## src/rtl/scoreboard_pkg.sv

```systemverilog
// Shared definitions for the scoreboard clear path: FSM encoding, the system
// clock rate and default timing constants (also used by the hold detector).
package scoreboard_pkg;

    typedef enum logic [1:0] {
        ST_IDLE         = 2'd0,
        ST_CLEAR        = 2'd1,
        ST_CONFIRM      = 2'd2,
        ST_WAIT_RELEASE = 2'd3
    } state_t;

    localparam int CLK_HZ = 50_000_000;

    // Confirmation phase lasts half a second, LED toggles every 1/8 second.
    localparam int DEFAULT_CONFIRM_CYCLES = CLK_HZ / 2;
    localparam int DEFAULT_BLINK_HALF     = CLK_HZ / 8;

    // Register-index width; never narrower than one bit.
    function automatic int addr_width(input int n);
        return (n <= 1) ? 1 : $clog2(n);
    endfunction

endpackage

```

## src/rtl/scoreboard_clear_sequencer_if.sv

```systemverilog
// Valid/ready clear-request channel between the sequencer and the scoreboard
// register file.
interface scoreboard_clear_sequencer_if #(
    parameter int NUM_REGS = 4
);
    import scoreboard_pkg::*;

    localparam int AW = addr_width(NUM_REGS);

    logic          clr_valid;
    logic [AW-1:0] clr_addr;
    logic          clr_ready;

    modport master (output clr_valid, output clr_addr, input clr_ready);
    modport slave  (input clr_valid, input clr_addr, output clr_ready);

endinterface

```

## src/rtl/scoreboard_clear_sequencer_blink_gen.sv

```systemverilog
// Square-wave generator for the confirmation LED. The output starts high on
// the first enabled cycle, toggles every BLINK_HALF enabled cycles and is held
// low while disabled.
module blink_gen #(
    parameter int BLINK_HALF = 6_250_000
) (
    input  logic clk,
    input  logic rst,
    input  logic enable,
    output logic blink
);

    localparam int BW = $clog2(BLINK_HALF + 1);
    localparam logic [BW-1:0] BLINK_LAST = BW'(BLINK_HALF - 1);

    logic [BW-1:0] blink_cnt_reg;
    logic          blink_reg;
    logic          enable_d_reg;

    // Restart high on enable rise, then count and toggle until disabled.
    always_ff @(posedge clk) begin
        if (rst) begin
            blink_cnt_reg <= '0;
            blink_reg     <= 1'b0;
            enable_d_reg  <= 1'b0;
        end else begin
            enable_d_reg <= enable;
            if (enable && !enable_d_reg) begin
                blink_reg     <= 1'b1;
                blink_cnt_reg <= '0;
            end else if (enable) begin
                if (blink_cnt_reg == BLINK_LAST) begin
                    blink_reg     <= ~blink_reg;
                    blink_cnt_reg <= '0;
                end else begin
                    blink_cnt_reg <= blink_cnt_reg + BW'(1);
                end
            end else begin
                blink_reg     <= 1'b0;
                blink_cnt_reg <= '0;
            end
        end
    end

    assign blink = blink_reg;

endmodule

```

## src/rtl/scoreboard_clear_sequencer.sv

```systemverilog
// Clears the scoreboard's score registers one by one after a long button
// hold, blinks a confirmation LED, and re-arms only once the button has been
// seen released.
module scoreboard_clear_sequencer
    import scoreboard_pkg::*;
#(
    parameter int NUM_REGS       = 4,
    parameter int CONFIRM_CYCLES = DEFAULT_CONFIRM_CYCLES,
    parameter int BLINK_HALF     = DEFAULT_BLINK_HALF
) (
    input  logic                         clk,
    input  logic                         rst,
    input  logic                         hold_ready,
    scoreboard_clear_sequencer_if.master clr,
    output logic                         busy,
    output logic                         confirm_led,
    output logic                         done_pulse
);

    localparam int AW = addr_width(NUM_REGS);
    localparam int CW = $clog2(CONFIRM_CYCLES + 1);
    localparam logic [AW-1:0] LAST_ADDR = AW'(NUM_REGS - 1);
    localparam logic [CW-1:0] CONF_LAST = CW'(CONFIRM_CYCLES - 1);

    state_t        state_reg;
    logic          armed_reg;
    logic          clr_valid_reg;
    logic [AW-1:0] clr_addr_reg;
    logic          busy_reg;
    logic          done_reg;
    logic [CW-1:0] confirm_cnt_reg;

    logic clr_xfer;
    logic blink_en;

    assign clr_xfer = clr_valid_reg && clr.clr_ready;

    // High on every edge whose next state is CONFIRM, so the LED register
    // becomes 1 in the same cycle the FSM enters CONFIRM and 0 as it leaves.
    assign blink_en = ((state_reg == ST_CLEAR) && clr_xfer && (clr_addr_reg == LAST_ADDR)) ||
                      ((state_reg == ST_CONFIRM) && (confirm_cnt_reg != CONF_LAST));

    // Main sequencer: arming, clear handshake, confirmation timing, release wait.
    always_ff @(posedge clk) begin
        if (rst) begin
            state_reg       <= ST_IDLE;
            armed_reg       <= 1'b0;
            clr_valid_reg   <= 1'b0;
            clr_addr_reg    <= '0;
            busy_reg        <= 1'b0;
            done_reg        <= 1'b0;
            confirm_cnt_reg <= '0;
        end else begin
            done_reg <= 1'b0;
            // A low level re-arms; entry to CLEAR (which needs a high level)
            // is the only place armed is dropped, so the two never collide.
            if (!hold_ready) begin
                armed_reg <= 1'b1;
            end
            case (state_reg)
                ST_IDLE: begin
                    if (armed_reg && hold_ready) begin
                        state_reg     <= ST_CLEAR;
                        armed_reg     <= 1'b0;
                        clr_valid_reg <= 1'b1;
                        clr_addr_reg  <= '0;
                        busy_reg      <= 1'b1;
                    end
                end
                ST_CLEAR: begin
                    // hold_ready is deliberately ignored: a started clear finishes.
                    if (clr_xfer) begin
                        if (clr_addr_reg == LAST_ADDR) begin
                            clr_valid_reg   <= 1'b0;
                            clr_addr_reg    <= '0;
                            done_reg        <= 1'b1;
                            confirm_cnt_reg <= '0;
                            state_reg       <= ST_CONFIRM;
                        end else begin
                            clr_addr_reg <= clr_addr_reg + AW'(1);
                        end
                    end
                end
                ST_CONFIRM: begin
                    if (confirm_cnt_reg == CONF_LAST) begin
                        confirm_cnt_reg <= '0;
                        busy_reg        <= 1'b0;
                        state_reg       <= hold_ready ? ST_WAIT_RELEASE : ST_IDLE;
                    end else begin
                        confirm_cnt_reg <= confirm_cnt_reg + CW'(1);
                    end
                end
                ST_WAIT_RELEASE: begin
                    if (!hold_ready) begin
                        state_reg <= ST_IDLE;
                    end
                end
                default: begin
                    state_reg       <= ST_IDLE;
                    clr_valid_reg   <= 1'b0;
                    clr_addr_reg    <= '0;
                    busy_reg        <= 1'b0;
                    confirm_cnt_reg <= '0;
                end
            endcase
        end
    end

    blink_gen #(
        .BLINK_HALF (BLINK_HALF)
    ) u_blink_gen (
        .clk    (clk),
        .rst    (rst),
        .enable (blink_en),
        .blink  (confirm_led)
    );

    assign clr.clr_valid = clr_valid_reg;
    assign clr.clr_addr  = clr_addr_reg;
    assign busy          = busy_reg;
    assign done_pulse    = done_reg;

endmodule

```

## src/flat_wrapper.sv

```systemverilog
// flat-port wrapper written by rule: the top's interface ports become plain ports
module scoreboard_clear_sequencer_flat import scoreboard_pkg::*;
#(
    parameter int NUM_REGS       = 4,
    parameter int CONFIRM_CYCLES = DEFAULT_CONFIRM_CYCLES,
    parameter int BLINK_HALF     = DEFAULT_BLINK_HALF
)
  (clk, rst, hold_ready, busy, confirm_led, done_pulse, clr_clr_valid, clr_clr_addr, clr_clr_ready);
  scoreboard_clear_sequencer_if #(.NUM_REGS(NUM_REGS)) clr_i ();
  input  logic clk;
  input  logic rst;
  input  logic hold_ready;
  output logic busy;
  output logic confirm_led;
  output logic done_pulse;
  output wire logic [$bits(clr_i.clr_valid)-1:0] clr_clr_valid;
  output wire logic [$bits(clr_i.clr_addr)-1:0] clr_clr_addr;
  input wire logic [$bits(clr_i.clr_ready)-1:0] clr_clr_ready;
  assign clr_clr_valid = clr_i.clr_valid;
  assign clr_clr_addr = clr_i.clr_addr;
  assign clr_i.clr_ready = clr_clr_ready;
  scoreboard_clear_sequencer #(.NUM_REGS(NUM_REGS), .CONFIRM_CYCLES(CONFIRM_CYCLES), .BLINK_HALF(BLINK_HALF)) u_core (.clk(clk), .rst(rst), .hold_ready(hold_ready), .clr(clr_i), .busy(busy), .confirm_led(confirm_led), .done_pulse(done_pulse));
endmodule
```

## config.mk

```make
export PLATFORM = sky130hd
export DESIGN_NAME = scoreboard_clear_sequencer_flat
export DESIGN_NICKNAME = d
export VERILOG_FILES = /design/src/rtl/scoreboard_pkg.sv /design/src/rtl/scoreboard_clear_sequencer_if.sv /design/src/rtl/scoreboard_clear_sequencer_blink_gen.sv /design/src/rtl/scoreboard_clear_sequencer.sv /design/src/flat_wrapper.sv
export SDC_FILE = /design/constraint.sdc
export NUM_CORES = 1
export LEC_CHECK = 0
export BUFFER_PORTS_ARGS = -buffer_cell sky130_fd_sc_hd__buf_2
export CORE_ASPECT_RATIO = 1.5
export CORE_UTILIZATION = 55
export CTS_CLUSTER_DIAMETER = 60
export CTS_CLUSTER_SIZE = 12
export DETAILED_ROUTE_END_ITERATION = 12
export GPL_TIMING_DRIVEN = 0
export HOLD_SLACK_MARGIN = 0.15
export PLACE_DENSITY = 0.83
export SYNTH_ARGS = -nofsm -noshare
export SYNTH_HDL_FRONTEND = slang
export SYNTH_HIERARCHICAL = 1
export SYNTH_SLANG_ARGS = --single-unit
```

## constraint.sdc

```tcl
create_clock -name clk -period 5.29 [get_ports clk]
set_input_delay 0.2645 -clock clk [delete_from_list [all_inputs] [get_ports clk]]
set_output_delay 0.2645 -clock clk [all_outputs]
set_load 0.05 [all_outputs]
```

==> flow_summary.ini <==
[final_layout]
final-seq-area_um2 = 1160
fillerInstances = 425
largest_reg_flops = 25
mostFrequentLayoutCells = 58 x sky130_fd_sc_hd__dfxtp_1, 37 x sky130_fd_sc_hd__nor2_1, 25 x sky130_fd_sc_hd__nand3_1, 25 x sky130_fd_sc_hd__a21oi_1, 24 x sky130_fd_sc_hd__nand2_1
final_util_pct = 63.9
flow.area_growth_from_synthesis_pct = 11.9
nets = 353
multi_input_area_um2 = 1480
diode_insertion_count_for_antenna_repair = 0
layout.cells.most_common = sky130_fd_sc_hd__dfxtp_1
layout-drive-gt1-share_pct = 10.8

[placement]
hpwlAfterDp_um = 4120
post-place-ws_ns = 2.81
gp_congestion = 0.836
port_buffers = 9

[routing]
initialDrtViolationCount = 140
route.detailed.wl_per_inst_um = 13.7
via_per_inst = 5.98
firstDrtPassIters = 4
drt_drc_violations_left = 0
total_number_of_vias = 2494
route.final.wire_length_um = 5730
postRouteAntennaNets = 0

[timing]
max_slew_margin_pct = 54.8
finalSetupViolations = 0
final_critical_path_time_including_i_o_delays_and_setup_ns = 2.50
worst_pin_slew_ns = 0.672
finalClockSkew_ns = 0.00876
timing.final.hold_violations = 0
rsz0062_at_grt = false
timing_max_transition_violations_final = 0
final.setup.worst_slack_ns = 2.79
max_freq_ghz = 0.400
setup_tns_ns = 0
timing.final.crit_share_pct = 47.2

[yosys]
synth-edff-count = 0
synth_warnings = 6
dominantRegCellSynth = sky130_fd_sc_hd__dfxtp_1
synthCells = 324
netlist-cell-type-count = 49
postSynthRegisterBits = 58
synth-async-reset-ratio_pct = 0
synth.yosys.seq_area_share_pct = 42.3
synthesis.nets = 331
synthesis.area_um2 = 2750
synthesis.area_per_instance_um2 = 8.48

[cts]
postCtsSetupBuffers = 0
htreeDepth = 3
number_of_sinks_driven_by_the_clock_tree = 58
cts_tree = yes
clkTransAtPathRegs_ns = 0.07
clock_path_buffers = 2
clk-insertion-delay-late_ns = 0.34
ctsRootBufferMaster = sky130_fd_sc_hd__clkbuf_8
numCtsBuffers = 9

[floorplan]
fp.coreArea_um2 = 4810
number_of_placement_rows = 31
floorplan.initialDensity_pct = 57.1
dieHeight_um = 88.6
pin_count = 10
die_width_um = 59.7
die-area_um2 = 5290

[global_routing]
grt_max_degree = 13
global_route_wire_length_before_repair_um = 9180
globalRouteOverflowTotal = 0
grt_antenna_before_repair = 0
number_of_global_route_vias_before_repair = 2160
grt_usage_pct = 23.2

[power]
power.density_cell_area_nw_per_um2 = 267
fin_total_pwr_uw = 821
vdd_ir_drop_max_mv = 0.197
p_leak_nw = 1.01

[worst_hold_path]
min_path_type = in -> reg

[outcome]
result_of_the_run = completed

[job]
max_cap_violations = 0

[critical_path]
critPathCaptureType = flip-flop
path_class = reg -> reg
endpoint_required_time_on_the_critical_path_ns = 5.52
crit_path_start_kind = flip-flop
biggest_fanout_along_the_worst_timing_path = 10
cp.arrival_ns = 2.72
## cell families after synthesis
kind of cell	Yosys count	share of synthesized area, %
simple gates	152	30.5
compound gates	67	15.1
flops	58	42.3
buf+inv	23	4.05
xor+xnor	19	6.06
fa+ha+maj	3	1.37
mux	2	0.729
## worst max-delay path, stage by stage, from the launching register on
cell and delay, ns:
sky130_fd_sc_hd__dfxtp_1 0.31, sky130_fd_sc_hd__buf_6 0.13, sky130_fd_sc_hd__or4b_4 0.52, sky130_fd_sc_hd__nor4_4 0.36, sky130_fd_sc_hd__a21oi_1 0.21, sky130_fd_sc_hd__nand2b_1 0.24, sky130_fd_sc_hd__inv_1 0.10, sky130_fd_sc_hd__nor2_1 0.07
sky130_fd_sc_hd__o211ai_2 0.13, sky130_fd_sc_hd__buf_2 0.27, sky130_fd_sc_hd__nor2_1 0.06
## synthesized netlist by cell type, types with 3 or more instances
cell	count	area, um2
sky130_fd_sc_hd__a21oi_1	25	125
sky130_fd_sc_hd__nor4_1	4	25.0
sky130_fd_sc_hd__and3_1	3	18.8
sky130_fd_sc_hd__nand3b_1	3	22.5
sky130_fd_sc_hd__and2_1	4	25.0
sky130_fd_sc_hd__buf_6	3	33.8
sky130_fd_sc_hd__a41oi_1	4	35.0
sky130_fd_sc_hd__nand2_1	24	90.1
sky130_fd_sc_hd__a31oi_1	7	43.8
sky130_fd_sc_hd__inv_1	10	37.5
sky130_fd_sc_hd__or4_1	3	22.5
sky130_fd_sc_hd__o21ai_0	17	85.1
sky130_fd_sc_hd__clkbuf_1	8	30.0
sky130_fd_sc_hd__nor2_1	37	139
sky130_fd_sc_hd__or3_1	7	43.8
sky130_fd_sc_hd__xnor2_1	6	52.6
sky130_fd_sc_hd__ha_1	3	37.5
sky130_fd_sc_hd__xor2_1	13	114
sky130_fd_sc_hd__nand2b_1	4	25.0
sky130_fd_sc_hd__and4_1	6	52.6
sky130_fd_sc_hd__nand4_1	17	106
sky130_fd_sc_hd__dfxtp_1	58	1160
sky130_fd_sc_hd__nand3_1	25	125
## power by group
part / leakage [nW] / internal, mW / switching, mW
logic: 0.465 / 0.00613 / 0.0122
registers: 0.468 / 0.438 / 0.00194
clock network: 0.0741 / 0.171 / 0.192
## layer usage
layer / track usage (%) / vias up / part of all wire (%)
met5: 0 / - / 0
met3: 7.02 / 28 / 4.5
li1: - / 1232 / -
met4: 14.4 / 0 / 3.5
met1: 25.5 / 1154 / 42
met2: 38.4 / 80 / 50
## final timing paths
kind / from / end / slack (ns) / cells after the start
setup / recovery: u_core/confirm_cnt_reg[8] / u_core/u_blink_gen/blink_cnt_reg[3] / 2.79 / 10
hold / removal: clr_clr_ready / u_core/done_pulse / 0.26 / 3
setup reg to reg: u_core/confirm_cnt_reg[8] / u_core/u_blink_gen/blink_cnt_reg[3] / 2.79 / 10
hold reg to reg: u_core/u_blink_gen/enable_d_reg / u_core/u_blink_gen/blink / 0.48 / 1
## stage by stage
stage	area [um2]	instances	hold slack [ns]
final	3070	417	0.258
after detailed placement	2880	399	0.465
after CTS	3070	417	0.240
after global routing	3070	417	0.256
after floorplan	2750	324	0.343
after global placement	2880	399	0.440
## layout make-up
class                      instances  share of cell area (%)
inverter                          10                    1.22
clock inverter                     7                    1.79
clock buffer                       9                    4.03
sequential                        58                    37.8
multi-input combinational        243                    48.0
tap                               66                    2.69
buffer                            13                    2.40
timing repair buffer              11                    2.12
## repair_timing
action | in CTS | in global routing
hold buffers | 2 | 0
gates resized for setup | 0 | 0
endpoints found under the hold margin | 2 | 0
No activity file was read; power rests on OpenSTA's default activity.
